### config.mk
export PLATFORM = sky130hd
export DESIGN_NAME = mux2_rr_arbiter
export DESIGN_NICKNAME = d
export VERILOG_FILES = /design/src/rtl/mux2_arb_pkg.sv /design/src/rtl/mux2to1_w.sv /design/src/rtl/mux2_rr_arbiter.sv
export SDC_FILE = /design/constraint.sdc
export NUM_CORES = 1
export LEC_CHECK = 0
export CAP_MARGIN = 0
export CORE_ASPECT_RATIO = 0.8
export CORE_MARGIN = 2
export CORE_UTILIZATION = 40
export DETAILED_ROUTE_END_ITERATION = 10
export PLACE_DENSITY = 0.86
export RECOVER_POWER = 100
export SYNTH_ARGS = -nofsm -noshare
export SYNTH_HDL_FRONTEND = slang
export SYNTH_HIERARCHICAL = 1
export SYNTH_SLANG_ARGS = --single-unit
### constraint.sdc
create_clock -name clk -period 2.2 [get_ports clk]
set_clock_uncertainty 0.15 [all_clocks]
set_input_delay 0.44 -clock clk [delete_from_list [all_inputs] [get_ports clk]]
set_output_delay 0.44 -clock clk [all_outputs]
set_load 0.005 [all_outputs]
### src/rtl/mux2_arb_pkg.sv
// Shared encodings for the two-requester round-robin arbiter.
// No logic here; state and side constants only.
// Imported by the arbiter and its bench.
package mux2_arb_pkg;

    typedef enum logic [1:0] {
        ST_IDLE  = 2'd0,
        ST_GNT_A = 2'd1,
        ST_GNT_B = 2'd2
    } state_t;

    localparam logic SIDE_A = 1'b0;
    localparam logic SIDE_B = 1'b1;

endpackage

### src/rtl/mux2to1_w.sv
// Width-parameterised 2:1 data multiplexer, s=0 selects a, s=1 selects b.
// Purely combinational, zero latency.
// No flow control; the arbiter owns the select and the handshake.
module mux2to1_w #(
    parameter int WIDTH = 8
) (
    input  logic [WIDTH-1:0] a,
    input  logic [WIDTH-1:0] b,
    input  logic             s,
    output logic [WIDTH-1:0] f
);

    assign f = s ? b : a;

endmodule

### src/rtl/mux2_rr_arbiter.sv
// Round-robin arbiter sharing one 2:1 mux between requesters A and B; MUX2_ARB_STATS_EN adds per-side beat counters.
// Latency: grant one cycle after req in IDLE; handover between sides is direct with no idle bubble.
// Backpressure: out_ready low holds state, select and beat count; ready_a/ready_b only pulse on accepted beats.
module mux2_rr_arbiter
    import mux2_arb_pkg::*;
#(
    parameter int WIDTH    = 8,
    parameter int MAX_HOLD = 4
) (
    input  logic             clk,
    input  logic             rst,
    input  logic             req_a,
    input  logic [WIDTH-1:0] a,
    input  logic             req_b,
    input  logic [WIDTH-1:0] b,
    output logic             ready_a,
    output logic             ready_b,
    output logic [WIDTH-1:0] f,
    output logic             out_valid,
    input  logic             out_ready,
`ifdef MUX2_ARB_STATS_EN
    output logic [15:0]      cnt_a,
    output logic [15:0]      cnt_b,
`endif
    output logic             s
);

    localparam int            CW        = $clog2(MAX_HOLD) + 1;
    localparam logic [CW-1:0] LAST_BEAT = CW'(MAX_HOLD - 1);

    state_t        state, state_nxt;
    logic          s_nxt;
    logic          last, last_nxt;
    logic [CW-1:0] beat_cnt, cnt_nxt;

    always_ff @(posedge clk) begin
        if (rst) begin
            state    <= ST_IDLE;
            s        <= SIDE_A;
            last     <= SIDE_B;
            beat_cnt <= '0;
        end else begin
            state    <= state_nxt;
            s        <= s_nxt;
            last     <= last_nxt;
            beat_cnt <= cnt_nxt;
        end
    end

    always_comb begin
        state_nxt = state;
        s_nxt     = s;
        last_nxt  = last;
        cnt_nxt   = beat_cnt;
        out_valid = 1'b0;
        ready_a   = 1'b0;
        ready_b   = 1'b0;
        case (state)
            ST_IDLE: begin
                // On a tie the side that did not hold the last grant wins.
                if (req_a && (!req_b || last == SIDE_B)) begin
                    state_nxt = ST_GNT_A;
                    s_nxt     = SIDE_A;
                    last_nxt  = SIDE_A;
                    cnt_nxt   = '0;
                end else if (req_b) begin
                    state_nxt = ST_GNT_B;
                    s_nxt     = SIDE_B;
                    last_nxt  = SIDE_B;
                    cnt_nxt   = '0;
                end
            end
            ST_GNT_A: begin
                out_valid = req_a;
                ready_a   = req_a & out_ready;
                if (!req_a || (out_ready && beat_cnt == LAST_BEAT && req_b)) begin
                    if (req_b) begin
                        state_nxt = ST_GNT_B;
                        s_nxt     = SIDE_B;
                        last_nxt  = SIDE_B;
                        cnt_nxt   = '0;
                    end else begin
                        state_nxt = ST_IDLE;
                    end
                end else if (out_ready) begin
                    cnt_nxt = (beat_cnt == LAST_BEAT) ? '0 : beat_cnt + CW'(1);
                end
            end
            ST_GNT_B: begin
                out_valid = req_b;
                ready_b   = req_b & out_ready;
                if (!req_b || (out_ready && beat_cnt == LAST_BEAT && req_a)) begin
                    if (req_a) begin
                        state_nxt = ST_GNT_A;
                        s_nxt     = SIDE_A;
                        last_nxt  = SIDE_A;
                        cnt_nxt   = '0;
                    end else begin
                        state_nxt = ST_IDLE;
                    end
                end else if (out_ready) begin
                    cnt_nxt = (beat_cnt == LAST_BEAT) ? '0 : beat_cnt + CW'(1);
                end
            end
            default: state_nxt = ST_IDLE;
        endcase
    end

    mux2to1_w #(.WIDTH(WIDTH)) u_mux (
        .a (a),
        .b (b),
        .s (s),
        .f (f)
    );

`ifdef MUX2_ARB_STATS_EN
    always_ff @(posedge clk) begin
        if (rst) begin
            cnt_a <= '0;
            cnt_b <= '0;
        end else begin
            if (ready_a) cnt_a <= cnt_a + 16'd1;
            if (ready_b) cnt_b <= cnt_b + 16'd1;
        end
    end
`endif

endmodule

== Word level (Yosys, flattened, before mapping) ==
Index checks and enable logic that the tools add are counted.
Word-level totals
  output and inout bits: 12
  input port bits: 21
  bits in registers: 7
  word-level logic and storage cells: 58
Operators by class
  reduce and logical (&&, ||, !) cells: 14
  equal/unequal tests: 8
  bitwise operators: 2
  $add $sub $neg: 1
  muxes and demuxes: 29
Operator list (number)
  $mux W3: 7
  $mux W1: 11
  $mux W2: 5
  $pmux W3 S3: 1
  $mux W8: 1
  $ne A2 B2 Y1 const B: 3
  $ne A3 B3 Y1 const B: 2
  $pmux W1 S3: 2
  $pmux W2 S3: 1
  $logic_and A1 B1 Y1: 4
  $reduce_and A4 Y1: 1
  $add A3 B1 Y3 const B: 1
  $eq A3 B2 Y1 const B: 1
  $logic_or A1 B1 Y1: 3
  $reduce_and A3 Y1: 1
  $reduce_bool A3 Y1: 1
  $and A1 B1 Y1: 2
  $eq A2 B1 Y1 const B: 1
  $eq A2 B2 Y1 const B: 1
  $logic_not A1 Y1: 2
  $logic_not A2 Y1: 1
  $pmux W1 S2: 1
  $reduce_and A2 Y1: 1

== Logic depth before layout (Yosys ltp) ==
  word-level depth: 6
  depth in mapped cells: 6

== Cells and area by module ==
The synthesis kept the hierarchy.
By module, submodules not included
  mux2_rr_arbiter: area each 573.0 um^2, sequential area each 140.1 um^2, cells an instance 74, times used 1
  mux2to1_w: area each 131.4 um^2, sequential area each 0.0 um^2, cells an instance 9, times used 1

== Least setup slack after synthesis ==
Ideal clock, no wire load.
  kind: register to register
  from: register state[0]
  to: register state[0]
  cell stages (with the launch flop): 7
  arrival: 1.575 ns
  path slack: 0.408 ns
  path through: dfxtp_1 -> inv_1 -> ha_1 -> nor2b_1 -> a211o_1 -> a2111o_1 -> a21oi_2
Between the ends
  word-level cells in the longest chain between the ends: 3
RTL lines
  from (decl): line mux2_rr_arbiter.sv:31  | state_t state, state_nxt;
  from (signal assigned): line mux2_rr_arbiter.sv:43  | state <= state_nxt;
  $eq A2 B2 Y1 (tied with other cells): line mux2_rr_arbiter.sv:58  | case (state)
  $ne A2 B2 Y1 (no line) / $ne A3 B3 Y1 (equally long branches)
  $reduce_and A3 Y1 (no line)
Parallel ways exist; a longest one is shown, timed or not.
A chain may end at the register's enable or synchronous reset.

== Final worst setup path ==
  from: input a[4]
  to: output f[4]
Between the ends
  word-level cells in the longest chain between the ends: 1
RTL lines
  from (decl): line mux2_rr_arbiter.sv:13  | input logic [WIDTH-1:0] a,
  $mux W8: line mux2to1_w.sv:13  | assign f = s ? b : a;
  to (decl): line mux2_rr_arbiter.sv:18  | output logic [WIDTH-1:0] f,
No other way between the ends.

==> impl_results.md <==
* Status: complete, no violations
* Average wire per cell in the routed design at 14.1 um
* Kind of end point of the critical path: output pin
* Worst slew margin at 80.3%
* Ys Warns at 6
* Peak Freq at about 460 MHz
* Width of the chip at 50.9 um
* Cell Area, Synth at 704 um^2
* CTS tree: yes
* Proportion of layout cells with a drive suffix above 1 at 26.4%
* Number of global-route vias before repair at 782
* Final critical delay including setup and external delays at 2.17 ns
* Number of enable-type register cells in the synthesized netlist at 0
* Startpoint types: input port
* Final WL at between 2000 and 2500 um
* Number of placement rows at 13
* Number of buffer cells added on primary ports at 32
* Final GP Congestion at between 0.9 and 1
* Number of design rule violations left after detail routing at 0
* Total clock sinks at 7
* Highest signal layer in the routed design: met3
* Fin. max-slew vios at 0
* Diode count at 0
* Area contributors post-synth: sky130_fd_sc_hd__dfxtp_1 (20%), sky130_fd_sc_hd__mux2_4 (17%), sky130_fd_sc_hd__ha_1 (8.9%)
* Critical-path maximum fanout at 1
* Max Cap Viol at 0
* Metal1 wirelength at approximately 840 um
* All-layer global routing usage at 20.1%
* # setup viols final at 0
* Synth-to-layout area growth at 67.5%
* Antenna-violating nets left at 0
* Total met3 wirelength after detailed routing at 264 um
* Number of failing hold endpoints at the final stage at 0
* Sequential-to-total area share from yosys stat at 19.9%
* Total gr overflow at 0
* Pin count of the biggest net entering global routing at 11
* DIE AREA at 2110 um^2
* Crit. Startpoint: a[4]
* Capture point of the worst reg-to-reg path: state[0]
* Reg-to-Reg Start: state[0]
* Setup ws final at 0.0332 ns
* Critical Path RT at 1.61 ns
* Total Power at a little over 600 uW
* Min-Delay Path Class: reg -> reg
* Fin util at 71.8%
* Count of distinct cell types in the synthesized netlist at 31
* Clock-pin slew on the worst setup and hold paths at 0.05 ns
* Non-Filler Instances at 151
* Clock buffer count from CTS at 3
* Number of top-level design ports at 33
* Clk Tree Root Cell: sky130_fd_sc_hd__clkbuf_4
* Hold_buf cts at 0
* Final std cell area, no fill at about 1200 um^2
* Worst-case clock buffer depth at 2
* Hold path startpoint: beat_cnt[2]
* Critical Setup Path Class: in -> out
* Largest area contributor in the synthesized netlist: sky130_fd_sc_hd__dfxtp_1
* Post-synthesis instance total at 83
* Depth of the worst register-to-register path at 6
* Worst supply voltage drop on vdd at between 500 and 600 uV
* Detailed route wirelength on metal2 at 1030 um
* Vias after detailed routing at 813
* Clock latency on the worst-skew pair at 0.24 ns
* Register bit total from synthesis at 7
* Pre-CTS setup slack at -0.158 ns
* Die height at around 42 um
* Total instance count after detailed placement at approximately 150
* Arrival time of data at the critical path endpoint at 1.58 ns
* DP Area at around 1100 um^2
* Asr flop ratio synth at 0%
* Hold-critical path depth at 1
* Final net count at 156
* Avg Inst Size Synth at 8.49 um^2
* Pre-Repair DR Iteration Count at 4
* Number of design-rule violations left by the first detailed-router iteration at 19
* Power per unit of standard cell area at 528 nW/um^2
* Per-cell via count in the routed design at 5.38
* First-pass GRT wire length at approximately 3300 um
* Antenna violations before repair at 0
* Top_reg_cell synth: sky130_fd_sc_hd__dfxtp_1
* Area inside the core boundary at between 1500 and 2000 um^2
* Measured slew at the worst slew-check pin at roughly 0.29 ns
* Initial standard-cell utilization of the core at a little over two fifths
* End of the worst hold path: beat_cnt[2]
* R2r setup slk at between 0.2 and 0.3 ns
* Detailed-placement wirelength estimate at 1680 um
* H-tree Lvls at 1
* Synthesized net count at 109
* Final worst path period share at between 90% and 100%
* Proportion of netlist area held by the largest area contributor at 19.9%
* Leakage power at 0.529 nW
* Commonest cells in the synthesized netlist: sky130_fd_sc_hd__a21oi_1 (8), sky130_fd_sc_hd__inv_1 (8), sky130_fd_sc_hd__mux2_4 (8), sky130_fd_sc_hd__dfxtp_1 (7)
[worst max-delay path: stages]
cell and delay, ns:
sky130_fd_sc_hd__clkdlybuf4s50_1 0.42, sky130_fd_sc_hd__mux2_4 0.28, sky130_fd_sc_hd__clkdlybuf4s50_1 0.44
[worst max path at each step]
stage,depth (start not counted),to,slack (ns)
after global placement,4,out_valid,-0.12
after floorplan,6,state[0],0.41
after detailed placement,4,out_valid,-0.16
final,3,f[4],0.03
after CTS,5,out_valid,-0.05
after global routing,5,ready_b,-0.001
[layout by cell type, fill, tap and decap left out, types with 2 or more instances in the layout]
cell type / netlist / layout
sky130_fd_sc_hd__clkbuf_1: 1 / 2
sky130_fd_sc_hd__mux2_4: 8 / 8
sky130_fd_sc_hd__inv_2: 0 / 2
sky130_fd_sc_hd__o21bai_1: 2 / 2
sky130_fd_sc_hd__dfxtp_1: 7 / 5
sky130_fd_sc_hd__a21oi_1: 8 / 8
sky130_fd_sc_hd__ha_4: 0 / 2
sky130_fd_sc_hd__nand2b_1: 3 / 3
sky130_fd_sc_hd__buf_4: 0 / 13
sky130_fd_sc_hd__a22oi_1: 2 / 2
sky130_fd_sc_hd__ha_1: 5 / 3
sky130_fd_sc_hd__nand3_1: 5 / 4
sky130_fd_sc_hd__nor2b_1: 3 / 3
sky130_fd_sc_hd__dfxtp_2: 0 / 2
sky130_fd_sc_hd__inv_1: 8 / 6
sky130_fd_sc_hd__dlygate4sd2_1: 0 / 3
sky130_fd_sc_hd__clkdlybuf4s50_1: 0 / 28
sky130_fd_sc_hd__clkbuf_4: 0 / 3
sky130_fd_sc_hd__nor2_1: 4 / 4
sky130_fd_sc_hd__a31oi_1: 4 / 4
sky130_fd_sc_hd__nor3_1: 5 / 5
[kinds of logic (layout without fill, tap and decap cells)]
| kind of cell | count (synthesis) | in the layout | synth area share [%] |
|---|---|---|---|
| compound gates | 27 | 27 | 26.8 |
| buf+inv | 12 | 58 | 8.70 |
| mux | 8 | 8 | 17.1 |
| fa+ha+maj | 5 | 5 | 8.88 |
| flops | 7 | 7 | 19.9 |
| simple gates | 24 | 24 | 18.6 |
[report_power, final]
part           switching (mW)  internal (mW)  leakage, nW  total, mW
logic                   0.147          0.208        0.456      0.356
registers              0.0155          0.142       0.0580      0.158
clock network          0.0406         0.0688       0.0150      0.109
[metrics by stage]
step	hold slack [ns]	setup TNS (ns)
6_report	0.368	0
5_1_grt	0.377	-0.00132
4_1_cts	0.343	-0.0481
3_5_place_dp	0.352	-0.510
3_3_place_gp	0.347	-0.328
2_1_floorplan	0.319	0
[routing by layer]
metal | vias to the layer above | track usage [%]
li1 | 398 | -
met1 | 370 | 22.9
met2 | 45 | 34.0
met3 | 0 | 6.12
met4 | 0 | 9.19
met5 | - | 0
[final cells by class]
type,instances,area (um^2)
Sequential cell,7,143
Clock buffer,4,26.3
Fill cell,135,463
Timing Repair Buffer,46,420
Multi-Input combinational cell,64,533
Inverter,8,30.0
Tap cell,22,27.5
[flip-flops by register name (all words and copies together) (netlist names)]
name and count:
state 2, beat_cnt 3, last 1, s 1
[what timing repair did]
| action | in CTS | in global routing |
|---|---|---|
| endpoints found under the setup margin | 3 | 3 |
| cloned | 0 | 0 |
| gates resized for setup | 8 | 5 |
| pin swaps | 0 | 0 |
| buffers inserted | 0 | 2 |
Power figures use the tool's default switching activity.
